[config.mk]
export PLATFORM = sky130hd
export DESIGN_NAME = uart_rx
export DESIGN_NICKNAME = d
export VERILOG_FILES = /design/src/rtl/uart_rx.sv
export SDC_FILE = /design/constraint.sdc
export NUM_CORES = 1
export LEC_CHECK = 0
export ABC_AREA = 1
export CAP_MARGIN = 10
export CORE_ASPECT_RATIO = 0.8
export CORE_MARGIN = 2
export CORE_UTILIZATION = 50
export CTS_BUF_LIST = sky130_fd_sc_hd__clkbuf_4
export DETAILED_ROUTE_END_ITERATION = 8
export PLACE_DENSITY = 0.74
export SLEW_MARGIN = 20
export SYNTH_ARGS = -nofsm -noshare
export SYNTH_HDL_FRONTEND = slang
export SYNTH_SLANG_ARGS = --single-unit
[constraint.sdc]
create_clock -name clk_i -period 1.8 [get_ports clk_i]
set_input_delay 0.27 -clock clk_i [delete_from_list [all_inputs] [get_ports clk_i]]
set_output_delay 0.27 -clock clk_i [all_outputs]
set_load 0.02 [all_outputs]
[src/rtl/uart_rx.sv]
// 8N1 UART receiver with an internal per-bit counter and a 2-flop input synchronizer.
// Optional macro UART_RX_MAJORITY_EN selects 2-of-3 majority voting at every sample point.
module uart_rx #(
    parameter int CLKS_PER_BIT = 217
) (
    input  logic       clk_i,
    input  logic       reset_i,
    input  logic       uart_rx_i,
    output logic [7:0] data_o,
    output logic       data_valid_o,
    output logic       framing_error_o,
    output logic       rx_busy_o
);

    localparam logic [15:0] HALF_M1 = 16'(CLKS_PER_BIT / 2 - 1);
    localparam logic [15:0] FULL_M1 = 16'(CLKS_PER_BIT - 1);

    typedef enum logic [2:0] {
        IDLE,
        START,
        DATA,
        STOP,
        WAIT_HIGH
    } state_t;

    state_t      state_q;
    logic [1:0]  sync_q;
    logic [15:0] cnt_q;
    logic [15:0] cnt_d;
    logic [2:0]  bit_idx_q;
    logic [7:0]  sr_q;
    logic [7:0]  data_q;
    logic        valid_q;
    logic        ferr_q;
    logic        busy_q;
    logic        rx_s;
    logic        sample_bit;

    // Flops reset to 1 so a reset never looks like a start bit.
    always_ff @(posedge clk_i or posedge reset_i) begin
        if (reset_i) begin
            sync_q <= 2'b11;
        end else begin
            sync_q <= {sync_q[0], uart_rx_i};
        end
    end

    assign rx_s  = sync_q[1];
    assign cnt_d = cnt_q + 16'd1;

`ifdef UART_RX_MAJORITY_EN
    logic [1:0] hist_q;

    function automatic logic majority3(input logic a, input logic b, input logic c);
        return (a & b) | (a & c) | (b & c);
    endfunction

    always_ff @(posedge clk_i or posedge reset_i) begin
        if (reset_i) begin
            hist_q <= 2'b11;
        end else begin
            hist_q <= {hist_q[0], rx_s};
        end
    end

    assign sample_bit = majority3(rx_s, hist_q[0], hist_q[1]);
`else
    assign sample_bit = rx_s;
`endif

    always_ff @(posedge clk_i or posedge reset_i) begin
        if (reset_i) begin
            state_q   <= IDLE;
            cnt_q     <= 16'd0;
            bit_idx_q <= 3'd0;
            sr_q      <= 8'h00;
            data_q    <= 8'h00;
            valid_q   <= 1'b0;
            ferr_q    <= 1'b0;
            busy_q    <= 1'b0;
        end else begin
            valid_q <= 1'b0;
            ferr_q  <= 1'b0;
            case (state_q)
                IDLE: begin
                    if (!rx_s) begin
                        state_q <= START;
                        cnt_q   <= 16'd0;
                        busy_q  <= 1'b1;
                    end
                end
                START: begin
                    if (cnt_q == HALF_M1) begin
                        cnt_q     <= 16'd0;
                        bit_idx_q <= 3'd0;
                        if (sample_bit) begin
                            state_q <= IDLE;
                            busy_q  <= 1'b0;
                        end else begin
                            state_q <= DATA;
                        end
                    end else begin
                        cnt_q <= cnt_d;
                    end
                end
                DATA: begin
                    if (cnt_q == FULL_M1) begin
                        cnt_q     <= 16'd0;
                        sr_q      <= {sample_bit, sr_q[7:1]};
                        bit_idx_q <= bit_idx_q + 3'd1;
                        if (bit_idx_q == 3'd7) begin
                            state_q <= STOP;
                        end
                    end else begin
                        cnt_q <= cnt_d;
                    end
                end
                STOP: begin
                    // Leaving at mid-stop-bit lets an immediately following start bit be seen.
                    if (cnt_q == FULL_M1) begin
                        cnt_q <= 16'd0;
                        if (sample_bit) begin
                            data_q  <= sr_q;
                            valid_q <= 1'b1;
                            state_q <= IDLE;
                            busy_q  <= 1'b0;
                        end else begin
                            ferr_q  <= 1'b1;
                            state_q <= WAIT_HIGH;
                        end
                    end else begin
                        cnt_q <= cnt_d;
                    end
                end
                WAIT_HIGH: begin
                    if (rx_s) begin
                        state_q <= IDLE;
                        busy_q  <= 1'b0;
                    end
                end
                default: begin
                    state_q <= IDLE;
                    busy_q  <= 1'b0;
                end
            endcase
        end
    end

    assign data_o          = data_q;
    assign data_valid_o    = valid_q;
    assign framing_error_o = ferr_q;
    assign rx_busy_o       = busy_q;

endmodule

==> flow_metrics.env, run 1 <==
export IMPL_outcome="complete, no violations"
export IMPL_synth_enable_flop_cells=0
export IMPL_drt_pass1_iter_count=6
export IMPL_coreArea_sq_um=4200
export IMPL_worstHoldPathType="in2async"
export IMPL_rsz0062_at_grt="no"
export IMPL_wl_per_cell_um=12.5
export IMPL_fin_nets=288
export IMPL_rows=21
export IMPL_syn_inst=260
export IMPL_drc_errors=0
export IMPL_yosysUniqueCellTypes=30
export IMPL_stdcell_area_sq_um=2490
export IMPL_tightestPinTransition_ns=0.387
export IMPL_grt_pass1_vias=1697
export IMPL_setup_viol=0
export IMPL_netlist_area_sq_um=2200
export IMPL_async_flop_share=1.00
export IMPL_drive_gt1_frac=0.145
export IMPL_antenna_found_initial=0
export IMPL_clock_latency_ns=0.35
export IMPL_wirelength_um=4240
export IMPL_critPathBufInv=2
export IMPL_grt_overflow_total=0
export IMPL_hold_buffers=0
export IMPL_synth_area_top_cells="dfrtp_1 (47%), nand2_1 (11%), nor2_1 (6.0%)"
export IMPL_crit_required_ns=2.04
export IMPL_r2r_cells=9
export IMPL_critPathSlowestCell="dfrtp_1"
export IMPL_antenna_cells=0
export IMPL_crit_chain="inv_1 -> ha_1 -> nand3_1 -> nor2_4 -> nand2_4 -> clkinv_4 -> o21ai_2 -> nor2_4 -> nor2_1"
export IMPL_skew_ns=0.00816
export IMPL_ios=14
export IMPL_dp_hpwl_um=3040
export IMPL_critical_path_class="reg2reg"
export IMPL_postRouteAntennaNets=0
export IMPL_slew_headroom=0.741
export IMPL_ys_seq_elements=43
export IMPL_final_util=0.591
export IMPL_grt_pass1_wl_um=7590
export IMPL_stdcell_count=339
export IMPL_ys_flop_type="dfrtp_1"
export IMPL_r2r_start="cnt_q[0]"
export IMPL_worst_path_largest_cell_delay_ns=0.44
export IMPL_cts_clk_slew_worst_paths_ns=0.13
export IMPL_dp_cells=331
export IMPL_cp_top_family="simple AND/OR/NAND/NOR gates"
export IMPL_clock_sinks=43
export IMPL_vdd_ir_drop_max_v=0.000509
export IMPL_path_max_fanout=10
export IMPL_postPlaceCellArea_sq_um=2420
export IMPL_period_needed_ns=1.66
export IMPL_drt_first_iter_violations=158
export IMPL_ys_warn_count=0
export IMPL_post_synth_top_count_cell="nand2_1"
export IMPL_maxCapViolCount=0
export IMPL_track_usage=0.193
export IMPL_cts_buffers=5
export IMPL_synth_top_cell_by_area="dfrtp_1"
export IMPL_root_buffer="clkbuf_4"
export IMPL_htreeDepth=2
export IMPL_cp_common_cell="nor2_4"
export IMPL_r2r_end="cnt_q[8]"
export IMPL_final_max_slew_viol_count=0
export IMPL_synth_nets=267
export IMPL_viasPerCell=5.22
export IMPL_postCtsSetupBuffers=0
export IMPL_postSynthAreaPerCell_sq_um=8.48
export IMPL_critPathCaptureType="flop"
export IMPL_timing_fmax_mhz=604
export IMPL_synth_top_cells_by_count="nand2_1 (62), dfrtp_1 (41), nor2_1 (35)"
export IMPL_syn_to_final_growth_pct=12.8
export IMPL_die_w_um=78.2
export IMPL_grt_start_max_net_pins=44
export IMPL_cp_start_kind="flop"
export IMPL_pre_cts_ws_ns=0.157
export IMPL_seq_area_frac_synth=0.489
export IMPL_port_buffers=13
export IMPL_dieArea_sq_um=4960
export IMPL_fp_dieH_um=63.4
export IMPL_timing_final_crit_share=0.920
export IMPL_p_leak_nw=1.12
export IMPL_yosys_area_top_type_share=0.465
export IMPL_gp_congestion=0.983
export IMPL_setup_ws_ns=0.144
export IMPL_start_util=0.524
export IMPL_cp_arrival_ns=1.89
export IMPL_power_density_nw_per_um2=591
export IMPL_finalHoldViolCount=0
export IMPL_r2r_slack_ns=0.14
export IMPL_cts_path_max_buffers=2
export IMPL_final_setup_tns_ns=0
export IMPL_num_vias=1770
export IMPL_cts_tree="built"
[final cells by class]
class | count | area, sq um
Tap cell | 57 | 71.3
Inverter | 31 | 121
Sequential cell | 43 | 1080
Fill cell | 388 | 1720
Multi-Input combinational cell | 183 | 985
Clock buffer | 5 | 37.5
Timing Repair Buffer | 17 | 173
Clock inverter | 3 | 20.0
[cell usage in the layout, fill, tap and decap left out, types with 2 or more instances in the layout]
master	netlist	final
nand2_1	62	61
dfrtp_1	41	41
nor2_1	35	35
inv_1	28	27
o21ai_0	17	17
clkdlybuf4s50_1	0	13
nand3_1	12	12
o21ai_2	10	9
xor2_1	8	8
nand4_1	7	7
nand2_2	4	5
clkbuf_4	0	5
nor2_4	4	4
ha_1	4	4
nor3_1	3	3
o21ai_1	3	3
buf_4	1	3
inv_2	2	2
clkinv_4	1	2
nor3_2	2	2
clkinv_1	0	2
o211ai_1	2	2
a21oi_1	2	2
dfstp_2	2	2
[per-layer routing]
metal | global-route usage | share of wire | vias up
li1 | - | - | 882
met1 | 0.273 | 0.50 | 824
met2 | 0.297 | 0.43 | 57
met3 | 0.0430 | 0.058 | 7
met4 | 0.0592 | 0.013 | 0
met5 | 0 | 0 | -
[registers in the layout, indices dropped and copies added (netlist names)]
signal	count
bit_idx_q	3
cnt_q	16
data_o	8
data_valid_o	1
framing_error_o	1
rx_busy_o	1
sr_q	8
state_q	3
sync_q	2
[worst min-delay path, stage by stage]
cell and delay (ns):
clkdlybuf4s50_1 0.40, clkinv_1 0.07, buf_12 0.23
[per-stage QoR]
stage	hold WS [ns]	total power [mW]
2_1_floorplan	0.274	1.01
3_3_place_gp	0.347	1.02
3_5_place_dp	0.348	1.02
4_1_cts	0.233	1.49
5_1_grt	0.266	1.54
6_report	0.235	1.47
[worst max-delay path by stage]
stage	from	to	slack, ns	cells after the start
after floorplan	cnt_q[0]	data_o[1]	0.34	10
after global placement	cnt_q[0]	data_o[6]	0.19	9
after detailed placement	cnt_q[0]	data_o[7]	0.16	9
after CTS	cnt_q[0]	data_o[7]	0.14	9
after global routing	cnt_q[0]	data_o[7]	0.02	9
final	cnt_q[0]	cnt_q[8]	0.14	9
[what timing repair did]
action	4_1_cts	5_1_grt
gates resized for setup	0	2
hold endpoints to repair	0	0
setup endpoints to repair	0	3
[kinds of logic (layout without fill, tap and decap cells)]
| group | Yosys count | count (layout) | synth area share |
|---|---|---|---|
| fa+ha+maj | 4 | 4 | 0.0227 |
| flops | 43 | 43 | 0.489 |
| compound gates | 37 | 37 | 0.106 |
| simple gates | 134 | 134 | 0.282 |
| xor+xnor | 8 | 8 | 0.0318 |
| buf+inv | 34 | 56 | 0.0687 |
[power breakdown]
part / switching (mW) / leakage [nW] / total [mW] / internal, mW
logic: 0.0233 / 0.517 / 0.0332 / 0.00993
registers: 0.00200 / 0.574 / 0.972 / 0.970
clock network: 0.315 / 0.0288 / 0.465 / 0.150
(Power assumes the default switching activity.)
==> inputs of run 2 (changes only) <==
--- a/config.mk
+++ b/config.mk
@@ -5,13 +5,14 @@
 export SDC_FILE = /design/constraint.sdc
 export NUM_CORES = 1
 export LEC_CHECK = 0
-export ABC_AREA = 1
+export ABC_AREA = 0
 export CAP_MARGIN = 10
 export CORE_ASPECT_RATIO = 0.8
 export CORE_MARGIN = 2
 export CORE_UTILIZATION = 50
 export CTS_BUF_LIST = sky130_fd_sc_hd__clkbuf_4
 export DETAILED_ROUTE_END_ITERATION = 8
+export MAX_ROUTING_LAYER = met4
 export PLACE_DENSITY = 0.74
 export SLEW_MARGIN = 20
 export SYNTH_ARGS = -nofsm -noshare
==> flow_metrics.env, run 2 <==
export IMPL_outcome="complete, but fails checks"
export IMPL_violations="negative setup slack"
export IMPL_synth_top_cell_by_area="dfrtp_1"
export IMPL_period_needed_ns=2.37
export IMPL_synth_top_cells_by_count="dfrtp_1 (41), nand2_1 (36), nor2_1 (17)"
export IMPL_yosysUniqueCellTypes=42
export IMPL_setup_ws_ns=-0.569
export IMPL_synth_nets=222
export IMPL_crit_required_ns=2.08
export IMPL_ios=14
export IMPL_drive_gt1_frac=0.315
export IMPL_slew_headroom=0.735
export IMPL_layout_common_cells="dfrtp_1 (41), nand2_1 (36), buf_4 (36), nor2_1 (16), clkdlybuf4s50_1 (13)"
export IMPL_async_flop_share=1.00
export IMPL_final_max_slew_viol_count=0
export IMPL_totalPowerFinal_mw=1.51
export IMPL_timing_final_crit_share=1.32
export IMPL_grt_start_max_net_pins=44
export IMPL_gp_congestion=0.845
export IMPL_critPathCaptureType="flop"
export IMPL_top_register="cnt_q"
export IMPL_track_usage=0.213
export IMPL_final_setup_tns_ns=-17.15
export IMPL_skew_ns=0.0148
export IMPL_coreArea_sq_um=4100
export IMPL_drc_errors=0
export IMPL_ys_warn_count=0
export IMPL_grt_pass1_vias=1606
export IMPL_rsz0062_at_grt="yes"
export IMPL_fin_nets=276
export IMPL_synth_enable_flop_cells=0
export IMPL_start_util=0.512
export IMPL_worstHoldPathType="in2async"
export IMPL_dp_hpwl_um=3160
export IMPL_power_density_nw_per_um2=542
export IMPL_postSynthAreaPerCell_sq_um=9.75
export IMPL_grt_pass1_wl_um=7540
export IMPL_cts_clk_slew_worst_paths_ns=0.14
export IMPL_finalHoldViolCount=0
export IMPL_p_leak_nw=1.31
export IMPL_ys_seq_elements=43
export IMPL_port_buffers=13
export IMPL_root_buffer="clkbuf_4"
export IMPL_wl_per_cell_um=14.2
export IMPL_holdWs_ns=0.225
export IMPL_maxCapViolCount=0
export IMPL_tightestPinTransition_ns=0.396
export IMPL_cts_buffers=5
export IMPL_antenna_cells=0
export IMPL_netlist_area_sq_um=2100
export IMPL_vdd_ir_drop_max_v=0.000512
export IMPL_post_synth_top_count_cell="dfrtp_1"
export IMPL_wirelength_um=4630
export IMPL_fp_dieH_um=61.9
export IMPL_htreeDepth=2
export IMPL_antenna_found_initial=0
export IMPL_drt_pass1_iter_count=4
export IMPL_yosys_area_top_type_share=0.489
export IMPL_ys_flop_type="dfrtp_1"
export IMPL_cp_start_kind="flop"
export IMPL_syn_to_final_growth_pct=32.9
export IMPL_drt_first_iter_violations=104
export IMPL_cts_path_max_buffers=2
export IMPL_path_max_fanout=8
export IMPL_postRouteAntennaNets=0
export IMPL_seq_area_frac_synth=0.514
export IMPL_synth_area_top_cells="dfrtp_1 (49%), nand2_1 (6.4%), mux2_2 (3.8%)"
export IMPL_grt_overflow_total=0
export IMPL_cts_tree="built"
export IMPL_rows=21
export IMPL_largest_reg_flops=16
export IMPL_timing_fmax_mhz=422
export IMPL_die_w_um=76.4
export IMPL_clock_latency_ns=0.38
export IMPL_viasPerCell=5.43
export IMPL_num_vias=1774
export IMPL_setup_viol=40
export IMPL_dieArea_sq_um=4730
export IMPL_critical_path_class="reg2reg"
export IMPL_cp_arrival_ns=2.65
export IMPL_syn_inst=215
export IMPL_clock_sinks=43
export IMPL_final_common_cell="dfrtp_1"
run 2: cell types whose count changed in the layout (fill, tap and decap cells not counted), moves of 4 or more:
cell     before  now
inv_1        27    7
o21ai_0      17    2
buf_6         0    6
a22o_1        0    4
buf_4         3   36
nand2_1      61   36
mux2_2        0    7
nand2_2       5    0
and4_1        0    5
a21oi_2       0    4
nor2_1       35   16
run 2: per-layer routing:
metal	vias to the layer above	share of wire	global-route usage
li1	865	-	-
met1	862	0.49	0.288
met2	39	0.45	0.319
met3	8	0.044	0.0376
met4	0	0.016	0.104
met5	-	0	-
run 2: power breakdown:
| part | internal, mW | switching (mW) | total [mW] |
|---|---|---|---|
| clock network | 0.156 | 0.352 | 0.508 |
| registers | 0.970 | 0.00311 | 0.973 |
| logic | 0.00887 | 0.0203 | 0.0291 |
| total | 1.14 | 0.375 | 1.51 |
run 2: critical path, stage by stage (launching register included):
cell and delay, ns:
dfrtp_1 0.41, or4b_4 0.54, or4_4 0.55, nor2_4 0.11, and4_1 0.19, buf_6 0.15, mux2_2 0.35
run 2: path summary, 6_finish.rpt:
kind                                 from   endpoint  slack (ns)  cells after the start
worst max-delay path             cnt_q[8]  data_o[7]       -0.57                      6
worst min-delay path              reset_i  data_o[1]        0.22                      3
worst max register to register   cnt_q[8]  data_o[7]       -0.57                      6
worst min register to register  sync_q[0]  sync_q[1]        0.37                      0
max in group asynchronous         reset_i  sync_q[0]        1.30                      3
min in group clk_i              uart_rx_i  sync_q[0]        0.29                      1
run 2: through the flow:
step	worst slack [ns]	utilization	instances	instance area, sq um
4_1_cts	-0.574	0.661	324	2710
6_report	-0.569	0.680	327	2790
3_5_place_dp	-0.743	0.632	315	2590
5_1_grt	-0.628	0.680	327	2790
3_3_place_gp	-0.703	0.632	315	2590
2_1_floorplan	-0.607	-	215	2130
run 2: final cells by class:
cell class | count | area (sq um)
clock buffer | 5 | 37.5
tap | 57 | 71.3
fill | 319 | 1310
inverter | 8 | 30.0
clock inverter | 3 | 23.8
timing repair buffer | 57 | 508
multi-input combinational | 154 | 1040
sequential | 43 | 1080
run 2: kinds of logic (layout without fill, tap and decap cells):
logic type	count (synthesis)	after routing	synth area share
AO/OA/AOI/OAI	38	38	0.122
XOR/XNOR	5	5	0.0209
adder cells (fa/ha/maj)	4	4	0.0239
buffers and inverters	18	73	0.0406
flip-flops	43	43	0.514
multiplexers	8	8	0.0430
AND/OR/NAND/NOR	99	99	0.235
run 2: what timing repair did:
item | in CTS | in global routing
setup endpoints to repair | 40 | 41
setup buffers | 1 | 3
pin swaps | 5 | 7
hold buffers | 0 | 0
resized for setup | 13 | 13
